==> config.mk <==
export PLATFORM = sky130hd
export DESIGN_NAME = float_conv
export DESIGN_NICKNAME = d
export VERILOG_FILES = /design/src/rtl/float_conv.sv
export SDC_FILE = /design/constraint.sdc
export NUM_CORES = 1
export LEC_CHECK = 0
export CAP_MARGIN = 20
export CORE_MARGIN = 2
export CORE_UTILIZATION = 30
export DETAILED_ROUTE_END_ITERATION = 10
export SLEW_MARGIN = 20
export SYNTH_ARGS = -nofsm -noshare
export SYNTH_HDL_FRONTEND = slang
export SYNTH_SLANG_ARGS = --single-unit
==> constraint.sdc <==
create_clock -name in_clk -period 5.9 [get_ports in_clk]
set_clock_uncertainty 0.1 [all_clocks]
set_input_delay 0.59 -clock in_clk [delete_from_list [all_inputs] [get_ports in_clk]]
set_output_delay 0.59 -clock in_clk [all_outputs]
set_load 0.01 [all_outputs]
==> src/rtl/float_conv.sv <==
// float_conv -- sequential converter between two's-complement integers and
// IEEE-style binary floating point of the same total width.
//
// A conversion is requested in Ready by pulsing in_start; the operand and
// operation are captured and the FSM then normalises or shifts the magnitude
// one bit per cycle. Results are truncated (never rounded). Float-to-int
// saturates out-of-range inputs, infinities and NaNs and flags out_overflow.
//
// Ports:
//   in_clk        sole clock, rising edge
//   in_rst        synchronous reset, active low
//   in_start      start request, only looked at in Ready
//   in_op         0 = signed int -> float, 1 = float -> signed int
//   in_val        operand (integer or {sign, exp, mant})
//   out_val       result, held until the next conversion completes
//   out_overflow  saturation flag belonging to out_val
//   out_ready     high exactly while the FSM sits in Ready
module float_conv #(
    parameter int BITS      = 32,
    parameter int EXP_BITS  = 8,
    parameter int MANT_BITS = BITS - EXP_BITS - 1,
    parameter int EXP_BIAS  = (1 << (EXP_BITS - 1)) - 1
) (
    input  logic            in_clk,
    input  logic            in_rst,
    input  logic            in_start,
    input  logic            in_op,
    input  logic [BITS-1:0] in_val,
    output logic [BITS-1:0] out_val,
    output logic            out_overflow,
    output logic            out_ready
);

    // Two spare bits so the unbiased exponent and the shift distance are
    // representable as signed values for any exponent field.
    localparam int EW = EXP_BITS + 2;
    localparam int CW = $clog2(BITS) + 1;

    typedef enum logic [2:0] {
        ST_READY,
        ST_LOAD,
        ST_NORM_OVER,
        ST_NORM_UNDER,
        ST_SHIFT,
        ST_SIGN
    } state_t;

    state_t                state_q;
    logic                  op_q;
    logic [BITS-1:0]       val_q;
    logic                  sign_q;
    logic [EXP_BITS-1:0]   exp_q;
    logic [BITS:0]         mag_q;
    logic [CW-1:0]         cnt_q;
    logic                  left_q;
    logic [BITS-1:0]       out_val_q;
    logic                  ovf_q;
    logic                  ready_q;

    // Decode of the captured operand, valid while in Load.
    logic                  f_sign;
    logic [EXP_BITS-1:0]   f_exp;
    logic [MANT_BITS-1:0]  f_mant;
    logic signed [EW-1:0]  f_e;
    logic signed [EW-1:0]  f_diff;
    logic signed [EW-1:0]  f_abs;
    logic                  f_left;
    logic                  f_zero;
    logic                  f_ovf;
    logic [CW-1:0]         f_cnt;
    logic [BITS:0]         i_ext;
    logic [BITS:0]         mag_d;

    // Saturated integer for an out-of-range float of the given sign.
    function automatic logic [BITS-1:0] sat_int(input logic sign);
        return sign ? {1'b1, {(BITS-1){1'b0}}} : {1'b0, {(BITS-1){1'b1}}};
    endfunction

    // Two's-complement result from sign and magnitude.
    function automatic logic [BITS-1:0] apply_sign(input logic sign,
                                                   input logic [BITS-1:0] mag);
        return sign ? (~mag + BITS'(1)) : mag;
    endfunction

    always_comb begin
        f_sign = val_q[BITS-1];
        f_exp  = val_q[BITS-2:MANT_BITS];
        f_mant = val_q[MANT_BITS-1:0];
        f_e    = $signed({2'b00, f_exp}) - $signed(EW'(EXP_BIAS));
        f_diff = f_e - $signed(EW'(MANT_BITS));
        f_left = !f_diff[EW-1] && (f_diff != '0);
        f_abs  = f_diff[EW-1] ? -f_diff : f_diff;
        f_cnt  = CW'(f_abs);
        f_zero = (f_exp == '0) || f_e[EW-1];
        f_ovf  = (&f_exp) || (f_e >= $signed(EW'(BITS - 1)));
        // Sign-extend by one bit before negating so the most negative
        // integer yields its exact magnitude.
        i_ext  = {val_q[BITS-1], val_q};
        mag_d  = i_ext[BITS] ? (~i_ext + (BITS+1)'(1)) : i_ext;
    end

    always_ff @(posedge in_clk) begin
        if (!in_rst) begin
            state_q   <= ST_READY;
            op_q      <= 1'b0;
            val_q     <= '0;
            sign_q    <= 1'b0;
            exp_q     <= '0;
            mag_q     <= '0;
            cnt_q     <= '0;
            left_q    <= 1'b0;
            out_val_q <= '0;
            ovf_q     <= 1'b0;
            ready_q   <= 1'b1;
        end else begin
            case (state_q)
                ST_READY: begin
                    if (in_start) begin
                        val_q   <= in_val;
                        op_q    <= in_op;
                        state_q <= ST_LOAD;
                        ready_q <= 1'b0;
                    end
                end

                ST_LOAD: begin
                    if (!op_q) begin
                        sign_q <= val_q[BITS-1];
                        mag_q  <= mag_d;
                        // Magnitude starts as an integer with the binary
                        // point just below bit 0 of the mantissa field.
                        exp_q  <= EXP_BITS'(EXP_BIAS + MANT_BITS);
                        if (mag_d == '0) begin
                            out_val_q <= '0;
                            ovf_q     <= 1'b0;
                            state_q   <= ST_READY;
                            ready_q   <= 1'b1;
                        end else begin
                            state_q <= ST_NORM_OVER;
                        end
                    end else begin
                        sign_q <= f_sign;
                        if (f_zero) begin
                            out_val_q <= '0;
                            ovf_q     <= 1'b0;
                            state_q   <= ST_READY;
                            ready_q   <= 1'b1;
                        end else if (f_ovf) begin
                            out_val_q <= sat_int(f_sign);
                            ovf_q     <= 1'b1;
                            state_q   <= ST_READY;
                            ready_q   <= 1'b1;
                        end else begin
                            mag_q   <= {{(BITS-MANT_BITS){1'b0}}, 1'b1, f_mant};
                            cnt_q   <= f_cnt;
                            left_q  <= f_left;
                            state_q <= (f_cnt == '0) ? ST_SIGN : ST_SHIFT;
                        end
                    end
                end

                ST_NORM_OVER: begin
                    // Anything above the hidden-bit position must be shifted
                    // out; the bits dropped at the bottom are truncated.
                    if (|mag_q[BITS:MANT_BITS+1]) begin
                        mag_q <= mag_q >> 1;
                        exp_q <= exp_q + EXP_BITS'(1);
                    end else begin
                        state_q <= ST_NORM_UNDER;
                    end
                end

                ST_NORM_UNDER: begin
                    if (!mag_q[MANT_BITS]) begin
                        mag_q <= mag_q << 1;
                        exp_q <= exp_q - EXP_BITS'(1);
                    end else begin
                        out_val_q <= {sign_q, exp_q, mag_q[MANT_BITS-1:0]};
                        ovf_q     <= 1'b0;
                        state_q   <= ST_READY;
                        ready_q   <= 1'b1;
                    end
                end

                ST_SHIFT: begin
                    mag_q <= left_q ? (mag_q << 1) : (mag_q >> 1);
                    cnt_q <= cnt_q - CW'(1);
                    if (cnt_q == CW'(1)) begin
                        state_q <= ST_SIGN;
                    end
                end

                ST_SIGN: begin
                    out_val_q <= apply_sign(sign_q, mag_q[BITS-1:0]);
                    ovf_q     <= 1'b0;
                    state_q   <= ST_READY;
                    ready_q   <= 1'b1;
                end

                default: begin
                    state_q <= ST_READY;
                    ready_q <= 1'b1;
                end
            endcase
        end
    end

    assign out_val      = out_val_q;
    assign out_overflow = ovf_q;
    assign out_ready    = ready_q;

endmodule

* Yosys cells after proc, flatten, opt, wreduce, memory -nomap -nowiden *
Cells that the tools add are included.

word-level totals
  flip-flop bits (word level) = 119
  input port bits = 36
  word-level logic and storage cells = 118

cells by class
  $add $sub $neg = 8
  order comparisons = 1
  eq/ne operators = 20
  muxes and demuxes = 47
  bitwise logic cells = 5
  reductions and logical operators = 25

operators with widths
  operator                 number
  $mux W33                 7
  $mux W32                 7
  $pmux W33 S4             1
  $pmux W32 S3             1
  $add A33 B1 Y33 const B  1
  $logic_not A33 Y1        1
  $not A33 Y33             1
  $add A32 B1 Y32 const B  1
  $not A32 Y32             1
  $mux W6                  4
  $mux W8                  3
  $pmux W8 S3              1
  $reduce_and A4 Y1        6
  $mux W3                  7
  $ne A2 B2 Y1 const B     10
  $pmux W3 S5              1
  $pmux W6 S2              1
  $mux W1                  11
  $reduce_and A5 Y1        2
  $reduce_bool A10 Y1      1
  $sub A9 B6 Y10 const B   1
  $ge A9 B6 Y1 const B     1
  $ne A3 B3 Y1 const B     3
  $reduce_or A9 Y1         1
  other kinds (26)         32

* Depth between registers and ports, before layout *
  depth in word-level cells = 10
  depth in mapped cells = 14
  gate-level depth less buffers = 12

* Worst setup path before layout *
No wires, ideal clock.

  path kind = register to register
  from = reg val_q[0]
  to = reg out_val_q[11], in the netlist out_val[11]
  library setup time = 0.119 ns
  arrival time = 3.199 ns
  slack = 2.482 ns
  cell stages (with the launch flop) = 15
  path buffers = 4
  cell sequence = dfxtp_1 > clkbuf_1 > inv_1 > ha_1 > clkbuf_1 > nand2b_1 > or4_1 > a21oi_1 > o32ai_1 > a2111o_1 > or4_1 > o21a_1 > buf_6 > buf_6 > o221a_2

on the way
  word-level cells in the longest chain between the ends = 6

ends and longest elaborated chain
  element                          line  text
  start: declaration               50    logic [BITS-1:0] val_q;
  start signal: assignment         119   val_q <= in_val;
  $not A33 Y33                     99    mag_d = i_ext[BITS] ? (~i_ext + (BITS+1)'(1)) : i_ext;
  $add A33 B1 Y33                  99
  $mux W33 (*)                     99
  $logic_not A33 Y1 (*)            133   if (mag_d == '0) begin
  $ne A3 B3 Y1 (no line) (*)       --
  $reduce_and A4 Y1 (no line) (*)  --
  end signal: assignment           149   out_val_q <= sat_int(f_sign);
  end signal: assignment           178   out_val_q <= {sign_q, exp_q, mag_q[MANT_BITS-1:0]};
  end signal: assignment           194   out_val_q <= apply_sign(sign_q, mag_q[BITS-1:0]);
  end: declaration                 56    logic [BITS-1:0] out_val_q;

Mark *: on every way between the ends. The rest lies on a longest branch, timed or not.
A chain may end at the register's enable or synchronous reset.

* Worst setup path in the final report *
  from = reg val_q[6]
  to = reg out_val_q[14], in the netlist out_val[14]

Same word-level chain as after synthesis.

==> flow_metrics.py <==
metrics = {
    "global_routing": {
        "grt_pass1_wl_um": 40030,
        "overflow": 0,
        "antenna_found_initial": 0,
        "grt_usage_pct": 17.27,
        "grt_pass1_vias": 7040,
        "grt_max_degree": 89,
    },
    "routing": {
        "drc": 0,
        "via_count": 8154,
        "drtAntennaViolNets": 0,
        "routed_wl_um": 24880,
        "drt_iter0_drc": 997,
        "viasPerCell": 5.718,
        "wire_per_inst_um": 17.45,
        "drtPass1Iterations": 6,
    },
    "synthesis": {
        "ys.flop_type": "dfxtp_1",
        "synth_warnings": 0,
        "ys_ff_latch": 119,
        "synth_cells": 1080,
        "yosysTopAreaCell": "dfxtp_1",
        "syn_avg_cell_area_um2": 7.598,
        "synth_edf_count": 0,
        "synthArstFlopShare_pct": 0,
        "syn_nets": 1132,
        "synthTopCellsByArea": "dfxtp_1 29%, nand2_1 6.0%, a211oi_1 4.9%, a21oi_1 4.9%, nor2_1 4.7%",
        "ys_seq_area_share_pct": 29.03,
        "syn_area_mm2": 0.008205,
        "synth_cell_types": 77,
        "synth_top_area_share_pct": 29.03,
    },
    "run_status": {
        "status": "finished clean",
    },
    "place": {
        "dp_hpwl_um": 17200,
        "gp_congestion": 0.8939,
        "pre_cts_ws_ns": 1.776,
        "port_buffers": 69,
    },
    "worst_setup_path": {
        "reg2reg_to": "out_val[14]$_SDFFE_PN0P_",
        "crit_fanout": 26,
        "r2r_start": "val_q[6]$_SDFFE_PN0P_",
        "cp-endpoint": "out_val[14]$_SDFFE_PN0P_",
        "path_depth": 8,
        "startpoint": "val_q[6]$_SDFFE_PN0P_",
        "worstPathRequired_ns": 6.11,
        "path_cells": "nor4_2 > nand3_1 > o2bb2ai_1 > a2111oi_0 > nand4_1 > or4_1 > o21a_1 > o221a_2",
        "cp_slowest_cell": "nor4_2",
        "crit_family": "simple AND/OR/NAND/NOR gates",
        "crit_path_end_kind": "register",
        "start_kind": "register",
        "cp.arrival_ns": 4.36,
        "critPathMaxStageDelay_ns": 0.58,
        "critPathKind": "register to register",
        "reg2reg_slack_ns": 1.75,
        "critical_path_buf_inv_count": 0,
        "r2r_cells": 8,
    },
    "cts": {
        "htreeDepth": 4,
        "cts_resized": 0,
        "cts_inserted_buffers": 17,
        "clkLatencyLatePin_ns": 0.43,
        "clock_sinks": 119,
        "cts_setup_buffers": 0,
        "cts_hold_buf": 0,
        "clkTransAtPathRegs_ns": 0.06,
        "clockBufferDepth": 2,
        "clockRootBuffer": "clkbuf_16",
        "cts_tree": "yes",
    },
    "final_layout": {
        "layout-drive-gt1-share_pct": 7.465,
        "final_common_cell": "nand2_1",
        "antennaDiodeCount": 0,
        "nets": 1124,
        "areaGrowthSynthToFinish_pct": 16.96,
        "final_cell_mix": "131 x nand2_1, 119 x dfxtp_1, 102 x nor2_1, 81 x a21oi_1, 69 x clkdlybuf4s50_1",
    },
    "timing": {
        "finalSetupViolations": 0,
        "slew_viol_final": 0,
        "fmax_mhz": 241.1,
        "final.setup.tns_ns": 0,
        "fin_crit_ns": 4.147,
        "hold_viol_final": 0,
        "tightest_slew_ns": 1.042,
        "max_slew_margin_pct": 30.56,
        "fin_ws_ns": 1.753,
        "rsz0062_at_grt": "no",
        "finalCritPeriodShare_pct": 70.29,
    },
    "power_and_ir_drop": {
        "p_leak_nw": 3.444,
        "finalPower_mw": 5.047,
        "p_per_area_mw_per_mm2": 525.9,
        "vdd_ir_drop_max_uv": 203.7,
    },
    "floorplanning": {
        "num_rows": 60,
        "start_util_pct": 30.53,
        "io_pins": 70,
        "core-area_mm2": 0.02688,
        "dieArea_mm2": 0.02869,
        "die_h_um": 169.4,
        "die_x_um": 169.4,
    },
    "flow_run": {
        "maxCapViolCount": 0,
    },
    "min_path": {
        "hold_class": "register to register",
    },
}
-- state kept, by name (all words and copies together), names as in the netlist --
register      count
mag_q            33
out_val          32
val_q            32
exp_q             8
cnt_q             6
state_q           3
left_q            1
op_q              1
out_overflow      1
out_ready         1
sign_q            1
-- power breakdown --
part           internal [mW]  switching (mW)
Sequential              1.08           0.481
Combinational           1.04            1.37
Clock                  0.695           0.386
Total                   2.81            2.23
-- routing by layer --
| metal | routed length, um | up-vias | track usage, % |
|---|---|---|---|
| met5 | 0 | - | 0 |
| met4 | 256 | 0 | 3.530 |
| met3 | 1632 | 28 | 3.638 |
| met2 | 10270 | 294 | 24.49 |
| met1 | 12730 | 3796 | 26.54 |
| li1 | - | 4036 | - |
-- final cells by class --
class                           instances  area [um2]
Inverter                               25       93.84
Clock inverter                          8       120.1
Tap cell                              341       426.7
Clock buffer                           24       481.7
Fill cell                            2822       17280
Sequential cell                       119        2382
Multi-Input combinational cell        829        5299
Timing Repair Buffer                   80       793.3
-- Yosys cell counts, types with 9 or more instances --
cell type,n
o21ai_0,61
nor2_1,102
nand2_1,131
o221a_2,21
xnor2_1,33
nor4_1,18
a221o_1,9
a211oi_1,54
nand4_1,12
dfxtp_1,119
nand2b_1,10
nand3_1,16
ha_1,15
or3_1,18
inv_1,23
o31ai_1,14
nor3_1,31
clkbuf_1,89
a222oi_1,28
or4_1,14
xor2_1,25
a21oi_1,81
nor2b_1,10
-- through the flow --
| stage | utilization [%] | area [um2] | hold slack, ns | cells |
|---|---|---|---|---|
| global route | 35.71 | 9597 | 0.3886 | 1426 |
| global placement | 33.31 | 8954 | 0.3541 | 1393 |
| CTS | 35.57 | 9560 | 0.3771 | 1425 |
| floorplan | - | 8205 | 0.3515 | 1080 |
| finish | 35.71 | 9597 | 0.3681 | 1426 |
| detailed placement | 33.33 | 8959 | 0.3706 | 1393 |
-- cell families (layout without fill, tap and decap cells) --
group                      count (synthesis)  in the layout  synth area share, %
DFF                                      119            119                29.03
buffers and inverters                    132            137                6.877
xor gates and xnor gates                  58             58                6.191
adders and majority gates                 16             16                2.531
AOI/OAI and AO/OA                        350            350                30.83
muxes                                      6              6               0.7624
and+or+nand+nor                          399            399                23.77
-- worst min path at each step --
stage	slack, ns	from	cells past startpoint	endpoint
5_1_grt	0.39	exp_q[7]$_SDFFE_PN0P_	2	exp_q[7]$_SDFFE_PN0P_
6_report	0.37	out_overflow$_SDFFE_PN0P_	2	out_overflow$_SDFFE_PN0P_
2_1_floorplan	0.35	exp_q[7]$_SDFFE_PN0P_	2	exp_q[7]$_SDFFE_PN0P_
3_5_place_dp	0.37	out_overflow$_SDFFE_PN0P_	2	out_overflow$_SDFFE_PN0P_
4_1_cts	0.38	out_overflow$_SDFFE_PN0P_	2	out_overflow$_SDFFE_PN0P_
3_3_place_gp	0.35	out_overflow$_SDFFE_PN0P_	2	out_overflow$_SDFFE_PN0P_
-- worst reg2reg max path, cell delays in order, from the launching register on --
cell	delay (ns)
dfxtp_1	0.41
nor4_2	0.59
nand3_1	0.42
o2bb2ai_1	0.24
a2111oi_0	0.47
nand4_1	0.23
or4_1	0.58
o21a_1	0.57
o221a_2	0.43
(Power assumes the default switching activity.)
